File: src/rtl/dram_writer_audio.sv
// Packs 16-bit PCM samples into 128-bit chunks and issues {addr, data} write commands.
// Optional feature: define DRAM_WRITER_CHECKSUM_EN to add a running 16-bit sample checksum output.
module dram_writer_audio (
   input  logic         clk,
   input  logic         rst,
   input  logic         start,
   input  logic [23:0]  base_addr,
   input  logic         sample_axis_tvalid,
   output logic         sample_axis_tready,
   input  logic [15:0]  sample_axis_tdata,
   input  logic         sample_axis_tlast,
   output logic         chunk_axis_tvalid,
   input  logic         chunk_axis_tready,
   output logic [151:0] chunk_axis_tdata,
   output logic         busy,
   output logic         done,
`ifdef DRAM_WRITER_CHECKSUM_EN
   output logic [15:0]  checksum,
`endif
   output logic [23:0]  end_addr
);

   localparam int unsigned SAMPLE_W = 16;
   localparam int unsigned DATA_W   = 128;
   localparam int unsigned ADDR_W   = 24;
   localparam int unsigned LANES    = DATA_W / SAMPLE_W;
   localparam int unsigned LANE_W   = $clog2(LANES);

   typedef enum logic [1:0] {IDLE, FILL, SEND, DONE} state_t;

   state_t              state_q, state_d;
   logic [ADDR_W-1:0]   addr_q, addr_d;
   logic [ADDR_W-1:0]   end_addr_q, end_addr_d;
   logic [DATA_W-1:0]   data_q, data_d;
   logic [LANE_W-1:0]   lane_q, lane_d;
   logic                last_q, last_d;
   logic                tready_q, tready_d;
   logic                tvalid_q, tvalid_d;
   logic                busy_q, busy_d;
   logic                done_q, done_d;
`ifdef DRAM_WRITER_CHECKSUM_EN
   logic [SAMPLE_W-1:0] csum_q, csum_d;
`endif

   // Next-state and datapath; handshake outputs are registered from the next state.
   always_comb begin
      state_d    = state_q;
      addr_d     = addr_q;
      end_addr_d = end_addr_q;
      data_d     = data_q;
      lane_d     = lane_q;
      last_d     = last_q;
`ifdef DRAM_WRITER_CHECKSUM_EN
      csum_d     = csum_q;
`endif
      case (state_q)
         IDLE: begin
            if (start) begin
               state_d = FILL;
               addr_d  = base_addr;
               lane_d  = '0;
               data_d  = '0;
               last_d  = 1'b0;
`ifdef DRAM_WRITER_CHECKSUM_EN
               csum_d  = '0;
`endif
            end
         end
         FILL: begin
            if (sample_axis_tvalid && tready_q) begin
               data_d[{lane_q, 4'b0000} +: SAMPLE_W] = sample_axis_tdata;
               lane_d = lane_q + LANE_W'(1);
`ifdef DRAM_WRITER_CHECKSUM_EN
               csum_d = csum_q + sample_axis_tdata;
`endif
               if (sample_axis_tlast || (lane_q == LANE_W'(LANES - 1))) begin
                  state_d = SEND;
                  last_d  = sample_axis_tlast;
               end
            end
         end
         SEND: begin
            if (chunk_axis_tready) begin
               addr_d  = addr_q + ADDR_W'(1);
               lane_d  = '0;
               data_d  = '0;
               state_d = last_q ? DONE : FILL;
               // Capture the final address here so end_addr is already valid when done pulses.
               if (last_q) begin
                  end_addr_d = addr_q + ADDR_W'(1);
               end
            end
         end
         DONE: begin
            state_d = IDLE;
         end
         default: begin
            state_d = IDLE;
         end
      endcase

      tready_d = (state_d == FILL);
      tvalid_d = (state_d == SEND);
      busy_d   = (state_d != IDLE);
      done_d   = (state_d == DONE);
   end

   always_ff @(posedge clk) begin
      if (!rst) begin
         state_q    <= IDLE;
         addr_q     <= '0;
         end_addr_q <= '0;
         data_q     <= '0;
         lane_q     <= '0;
         last_q     <= 1'b0;
         tready_q   <= 1'b0;
         tvalid_q   <= 1'b0;
         busy_q     <= 1'b0;
         done_q     <= 1'b0;
`ifdef DRAM_WRITER_CHECKSUM_EN
         csum_q     <= '0;
`endif
      end else begin
         state_q    <= state_d;
         addr_q     <= addr_d;
         end_addr_q <= end_addr_d;
         data_q     <= data_d;
         lane_q     <= lane_d;
         last_q     <= last_d;
         tready_q   <= tready_d;
         tvalid_q   <= tvalid_d;
         busy_q     <= busy_d;
         done_q     <= done_d;
`ifdef DRAM_WRITER_CHECKSUM_EN
         csum_q     <= csum_d;
`endif
      end
   end

   assign sample_axis_tready = tready_q;
   assign chunk_axis_tvalid  = tvalid_q;
   assign chunk_axis_tdata   = {addr_q, data_q};
   assign busy               = busy_q;
   assign done               = done_q;
   assign end_addr           = end_addr_q;
`ifdef DRAM_WRITER_CHECKSUM_EN
   assign checksum           = csum_q;
`endif

endmodule

File: config.mk
export PLATFORM = sky130hd
export DESIGN_NAME = dram_writer_audio
export DESIGN_NICKNAME = d
export VERILOG_FILES = /design/src/rtl/dram_writer_audio.sv
export SDC_FILE = /design/constraint.sdc
export NUM_CORES = 1
export LEC_CHECK = 0
export BUFFER_PORTS_ARGS = -buffer_cell sky130_fd_sc_hd__buf_2
export CAP_MARGIN = 10
export CORE_ASPECT_RATIO = 0.5
export CORE_UTILIZATION = 35
export DETAILED_ROUTE_END_ITERATION = 12
export GPL_TIMING_DRIVEN = 0
export PLACE_DENSITY_LB_ADDON = 0.05
export SYNTH_ARGS = -nofsm -noshare
export SYNTH_HDL_FRONTEND = slang
export SYNTH_SLANG_ARGS = --single-unit
export TNS_END_PERCENT = 100
File: constraint.sdc
create_clock -name clk -period 4.8 [get_ports clk]
set_clock_uncertainty 0.15 [all_clocks]
set_input_delay 0.24 -clock clk [delete_from_list [all_inputs] [get_ports clk]]
set_output_delay 0.24 -clock clk [all_outputs]
set_load 0.02 [all_outputs]
==> summary.md, run 1 <==
| Metric | Value |
|---|---|
| Synth top cells by count | dfxtp_1 (186), o21ai_0 (161), a21oi_1 (148), nand2_1 (102), clkbuf_1 (81) |
| Pwr/cell area | about 330 nW/µm² |
| DRT Pass-1 Iters | 5 |
| Area contributors post-synth | dfxtp_1 (46%), o21ai_0 (10%), a21oi_1 (9.2%) |
| FFs w/ async S/R, synth | 0% |
| Hold path start | base_addr[4] |
| Max Fclk | 291.2 MHz |
| Clock slew at reported path FFs | 70 ps |
| Core footprint | 22,060 µm² |
| Clk sinks | 186 |
| Slew headroom | between 30% and 40% |
| Fin nets | 1,297 |
| Share of the synthesized area in the top cell type | 46.49% |
| Fin. Hold Viols | 0 |
| Clock Tree Root | clkbuf_16 |
| Worst skew pair latency | ~460 ps |
| Net count after synthesis | 1,057 |
| IO Count | 226 |
| Initial Util | 36.30% |
| Vias in the first global route | roughly 7,800 |
| Post-Syn Area | 8009 µm² |
| Startpoint Class | register |
| H-tree depth | 4 |
| Post-Synth XOR/XNOR Area | 1.531% |
| Final Max Tran Viols | 0 |
| Post-CTS sizing | 0 |
| Proportion of layout cells with a drive suffix above 1 | 20.86% |
| Crit. Startpoint | lane_q[0] |
| Max-Cap Viols | 0 |
| Final weighted congestion in routability-driven placement | 0.8971 |
| Pleak | 3.931 nW |
| Detailed Place HPWL | roughly 22,000 µm |
| Critical Path RT | 5030 ps |
| Overall Power | around 3.4 mW |
| Most common cell in the netlist | dfxtp_1 |
| Grt total ovfl | 0 |
| Crit path depth | 9 |
| Status | finished clean |
| Mux contribution to synthesized area | less than 1% |
| Critical path class | reg -> reg |
| Routed vias/inst | around 5.5 |
| Critical path's top delay family | buffers and inverters |
| Post-synth EDFFs | 0 |
| Worst-path cell chain | clkbuf_1 -> inv_1 -> ha_1 -> ha_1 -> buf_2 -> nor3_1 -> clkbuf_1 -> nand3_1 -> a21oi_1 |
| Largest net degree at the start of global routing | 17 |
| Post-CTS Hold Buffers | 10 |
| CP arrival | 3660 ps |
| Initial antenna violation count | 0 |
| Ys flop type | dfxtp_1 |
| Worst path bufs/invs | 4 |
| WL/cell | 20.04 µm |
| Synth warnings | 0 |
| Setup TNS | 0 ps |
| Ant diodes | 0 |
| RR Startpoint | lane_q[0] |
| TritonCTS Buffers | 17 |
| First-pass GRT wire length | about 47,000 µm |
| Row Count | 38 |
| Final setup fails | 0 |
| Die height | 109.0 µm |
| Total GRT Usage | 26.36% |
| Post-synthesis compound-gate area fraction | a little over a quarter |
| Die span in x | 215.9 µm |
| Final period util | 71.55% |
| Worst Tran Pin Value | ~1000 ps |
| Hold Path Cell Cnt | 4 |
| Register area share after synthesis | 46.49% |
| Tmin final | between 3000 and 4000 ps |
| Die Area | roughly 24,000 µm² |
| Yosys top cell by area | dfxtp_1 |
| Syn-to-layout area delta | 26.50% |
| Adder-Cell Fraction of Synth Area | 1.250% |
| WL final | 31,180 µm |
| Clk buf depth | 2 |
| Initial drt markers | around 590 |
| Final ANT Viol Nets | 0 |
| FF+latch count, synth | 186 |
| Fillers | between 2,000 and 2,500 |
| RSZ-0062 raised after global routing | false |
| Worst path slowest cell | nor3_1 |
| Synth Area per Inst | 7.985 µm² |
| DRC | 0 |
| CTS tree | built |
| Crit end category | register |
| VDD IR max | 0.0001902 V |
| Post-CTS Setup Bufs | 0 |
| Synth Area in Simple Gates | between 15 and 20% |
| CP Max Fanout | 10 |
| Library cells used by synthesis | 63 |
| Routed vias | between 8,000 and 9,000 |
| Worst min-delay path class | in -> reg |
| Worst path max stage delay | around 850 ps |
| Cells after Synth | 1,003 |
| Worst reg2reg path depth | 9 |
| Largest family of logic cells by synthesized area | compound AO/OA/AOI/OAI gates |
| I/O Buffers | 210 |
## final cells by class
| class | instances | area, µm² | share of cell area [%] |
|---|---|---|---|
| inverter | 11 | 41.29 | 0.4076 |
| clock buffer | 22 | 474.2 | 4.681 |
| tap | 300 | 375.4 | 3.705 |
| clock inverter | 10 | 116.4 | 1.149 |
| sequential | 186 | 3724 | 36.75 |
| multi-input combinational | 701 | 3834 | 37.84 |
| timing repair buffer | 221 | 1156 | 11.41 |
| buffer | 105 | 410.4 | 4.051 |
## where the power goes
group / internal (mW) / switching [mW] / leakage, nW
Clock: 0.809 / 0.649 / 0.286
Combinational: 0.0841 / 0.236 / 2.14
Sequential: 1.56 / 0.0259 / 1.50
Total: 2.45 / 0.911 / 3.93
## cells in the final DEF (no fill, tap or decap), drive strengths merged, types with 4 or more instances in the layout
cell type / count
clkinv: 6
nand2b: 4
nor3: 11
o21ai: 163
o211ai: 5
ha: 8
o21a: 5
nor2: 39
a21oi: 148
dlygate4sd3: 10
o31a: 6
and2: 4
nor4: 8
or4: 8
nand3: 72
o22ai: 7
nand2: 102
buf: 233
clkbuf: 105
xnor2: 9
inv: 11
xor2: 5
nand4: 6
a211oi: 7
and3: 4
or3: 10
dfxtp: 186
a31oi: 11
a311oi: 7
## tightest hold or removal path: cells and delay by family
family                 cells  cell delay [ps]
AO/OA/AOI/OAI              2              230
buffers and inverters      1               80
AND/OR/NAND/NOR            1               40
## cells by family (layout without fill, tap and decap cells)
logic type	after synthesis	after routing
AOI/OAI and AO/OA	390	390
muxes	2	2
DFF	186	186
buffers and inverters	116	369
and+or+nand+nor	287	287
adders and majority gates	8	8
xor gates and xnor gates	14	14
## per-stage QoR
step	hold slack, ps	instance area [µm²]	instances	utilization, %	worst slack (ps)
after global routing	28.47	10130	1556	45.92	1121
after global placement	306.6	9435	1513	42.77	1266
after detailed placement	314.6	9435	1513	42.77	1247
final	12.56	10130	1556	45.92	1365
after floorplan	241.9	8009	1003	-	2053
after CTS	1.287	10130	1555	45.90	1226
## registers in the layout, summed over array words and instances, names as in the netlist
signal	flops
last_q	1
end_addr	24
addr_q	24
done	1
chunk_axis_tvalid	1
busy	1
lane_q	3
sample_axis_tready	1
data_q	128
state_q	2
## layer usage
metal | global-route usage, % | wire [µm] | up-vias
li1 | - | - | 4083
met1 | 36.32 | 14690 | 4180
met2 | 40.97 | 13780 | 274
met3 | 5.579 | 2161 | 37
met4 | 9.054 | 544 | 0
met5 | 0 | 0 | -
## final timing paths
check | endpoint | slack [ps]
hold reg to reg | data_q[107] | 320
setup reg to reg | data_q[101] | 1370
hold / removal | addr_q[4] | 10
setup / recovery | data_q[101] | 1370
Note: power is estimated with default switching activity, not from simulation.
==> run 2, diff against run 1 <==
clock period = 2.9 ns   (was 4.8 ns; I/O delays follow)
==> summary.md, run 2 (synthesis results as in run 1) <==
| Metric | Value |
|---|---|
| Worst path max stage delay | around 500 ps |
| Detailed Place HPWL | 22,050 µm |
| Fin. Hold Viols | 0 |
| Final setup fails | 0 |
| CTS tree | built |
| Critical path's top delay family | compound AO/OA/AOI/OAI gates |
| Ant diodes | 0 |
| Die height | 109.0 µm |
| Clk buf depth | 2 |
| Clk sinks | 186 |
| Tmin final | between 2000 and 3000 ps |
| Total GRT Usage | roughly a quarter |
| First-pass GRT wire length | 47,100 µm |
| Routed vias/inst | 5.489 |
| I/O Buffers | 210 |
| Startpoint Class | register |
| DRC | 0 |
| Fillers | approximately 2,300 |
| Setup slack, reg-to-reg | 130 ps |
| Final worst slack | 127.6 ps |
| Core footprint | around 22,000 µm² |
| Grt total ovfl | 0 |
| Max Fclk | 360.7 MHz |
| Proportion of layout cells with a drive suffix above 1 | 23.75% |
| Most frequent cells in the layout | buf_2 (222), dfxtp_1 (186), o21ai_0 (161), a21oi_1 (148), nand2_1 (102) |
| Final period util | 95.60% |
| Worst path slowest cell | o41a_1 |
| Fin nets | 1,321 |
| Syn-to-layout area delta | 31.45% |
| Clock slew at reported path FFs | 70 ps |
| Setup WS pre-CTS | -653.3 ps |
| Initial antenna violation count | 0 |
| Largest register FFs | 128 |
| Worst reg2reg path depth | 10 |
| Crit path depth | 10 |
| Pwr/cell area | 532.6 nW/µm² |
| Largest net degree at the start of global routing | 17 |
| Die Area | roughly 24,000 µm² |
| TritonCTS Buffers | 17 |
| DRT Pass-1 Iters | 7 |
| Max-Cap Viols | 0 |
| WL final | 31,740 µm |
| Hold Path Cell Cnt | 3 |
| Critical Path RT | 3070 ps |
| Vias in the first global route | 7,879 |
| Final ANT Viol Nets | 0 |
| Pleak | 4.140 nW |
| VDD IR max | 0.0003143 V |
| Worst path bufs/invs | 4 |
| Slew headroom | between 40% and 50% |
| End-of-flow core utilization | 47.72% |
| WL/cell | 20.09 µm |
| Status | finished clean |
| Final weighted congestion in routability-driven placement | 0.8971 |
| Row Count | 38 |
| Crit end category | register |
| Worst skew pair latency | 460 ps |
| H-tree depth | 4 |
| Routed vias | 8,673 |
| Worst-path cell chain | buf_4 -> inv_1 -> ha_1 -> ha_1 -> buf_4 -> nand2b_1 -> o41a_1 -> clkbuf_2 -> o21ai_0 -> a21oi_1 |
| Commonest non-fill, non-tap cell in the layout | buf_2 |
| Worst Tran Pin Value | around 850 ps |
| CP arrival | 2940 ps |
| IO Count | 226 |
| Initial Util | 36.30% |
| Die span in x | 215.9 µm |
| Largest reg by FF count | data_q |
| Clock Tree Root | clkbuf_16 |
| Worst min-delay path class | in -> reg |
| Initial drt markers | 576 |
| Final Max Tran Viols | 0 |
| Critical path class | reg -> reg |
| CP Max Fanout | 10 |
run 2: changes by cell type in the layout (fill, tap and decap cells not counted), moves of 2 or more:
cell           previous run  this run
a31oi_1                  11         5
clkbuf_1                 83        65
nor3_2                    0         2
nor3_4                    0         3
buf_4                     0        14
dlygate4sd3_1            10        25
clkbuf_2                  2        14
a31oi_2                   0         3
a31oi_4                   0         3
nor3_1                   11         6
run 2: layer usage:
metal  track usage, %  routed length [µm]  vias up
met1            36.27               14820     4243
met2            41.98               14240      266
li1                 -                   -     4128
met4            8.903                 552        0
met5                0                   0        -
met3            5.467                2126       36
run 2: path summary, 6_finish.rpt:
check,start,to
max,lane_q[0],data_q[79]
min,sample_axis_tdata[0],data_q[16]
max reg2reg,lane_q[0],data_q[79]
min reg2reg,data_q[107],data_q[107]
run 2: worst min-delay path, delay by kind of cell:
kind | cells | cell delay, ps
buffers and inverters | 1 | 260
and+or+nand+nor | 1 | 130
AOI/OAI and AO/OA | 1 | 50
run 2: layout make-up:
class | instances | area (µm²) | area share [%]
Timing Repair Buffer | 247 | 1391 | 13.22
Clock buffer | 22 | 474.2 | 4.504
Sequential cell | 186 | 3724 | 35.37
Tap cell | 300 | 375.4 | 3.565
Multi-Input combinational cell | 701 | 3971 | 37.72
Buffer | 103 | 430.4 | 4.088
Inverter | 11 | 45.04 | 0.4279
Clock inverter | 10 | 116.4 | 1.105
run 2: what timing repair did:
action / 4_1_cts / 5_1_grt
endpoints found under the setup margin: 106 / 106
resized for setup: 20 / 37
buffers inserted: 0 / 12
endpoints found under the hold margin: 27 / 0
hold buffers: 25 / 0
pin swaps: 0 / 7
run 2: report_power, final:
group | internal (mW) | total [mW] | switching, mW
clock | 1.34 | 2.41 | 1.07
combinational | 0.166 | 0.569 | 0.403
sequential | 2.58 | 2.63 | 0.0437
run 2: metrics by stage:
stage	setup TNS [ps]	power (mW)	area [µm²]	std cells	hold WS (ps)
3_5_place_dp	-24190	3.199	9435	1513	297.4
5_1_grt	-12.95	5.804	10530	1580	45.15
4_1_cts	-49.36	5.625	10360	1570	19.79
3_3_place_gp	-21990	3.195	9435	1513	286.6
2_1_floorplan	0	2.974	8009	1003	146.9
6_report	0	5.607	10530	1580	35.46
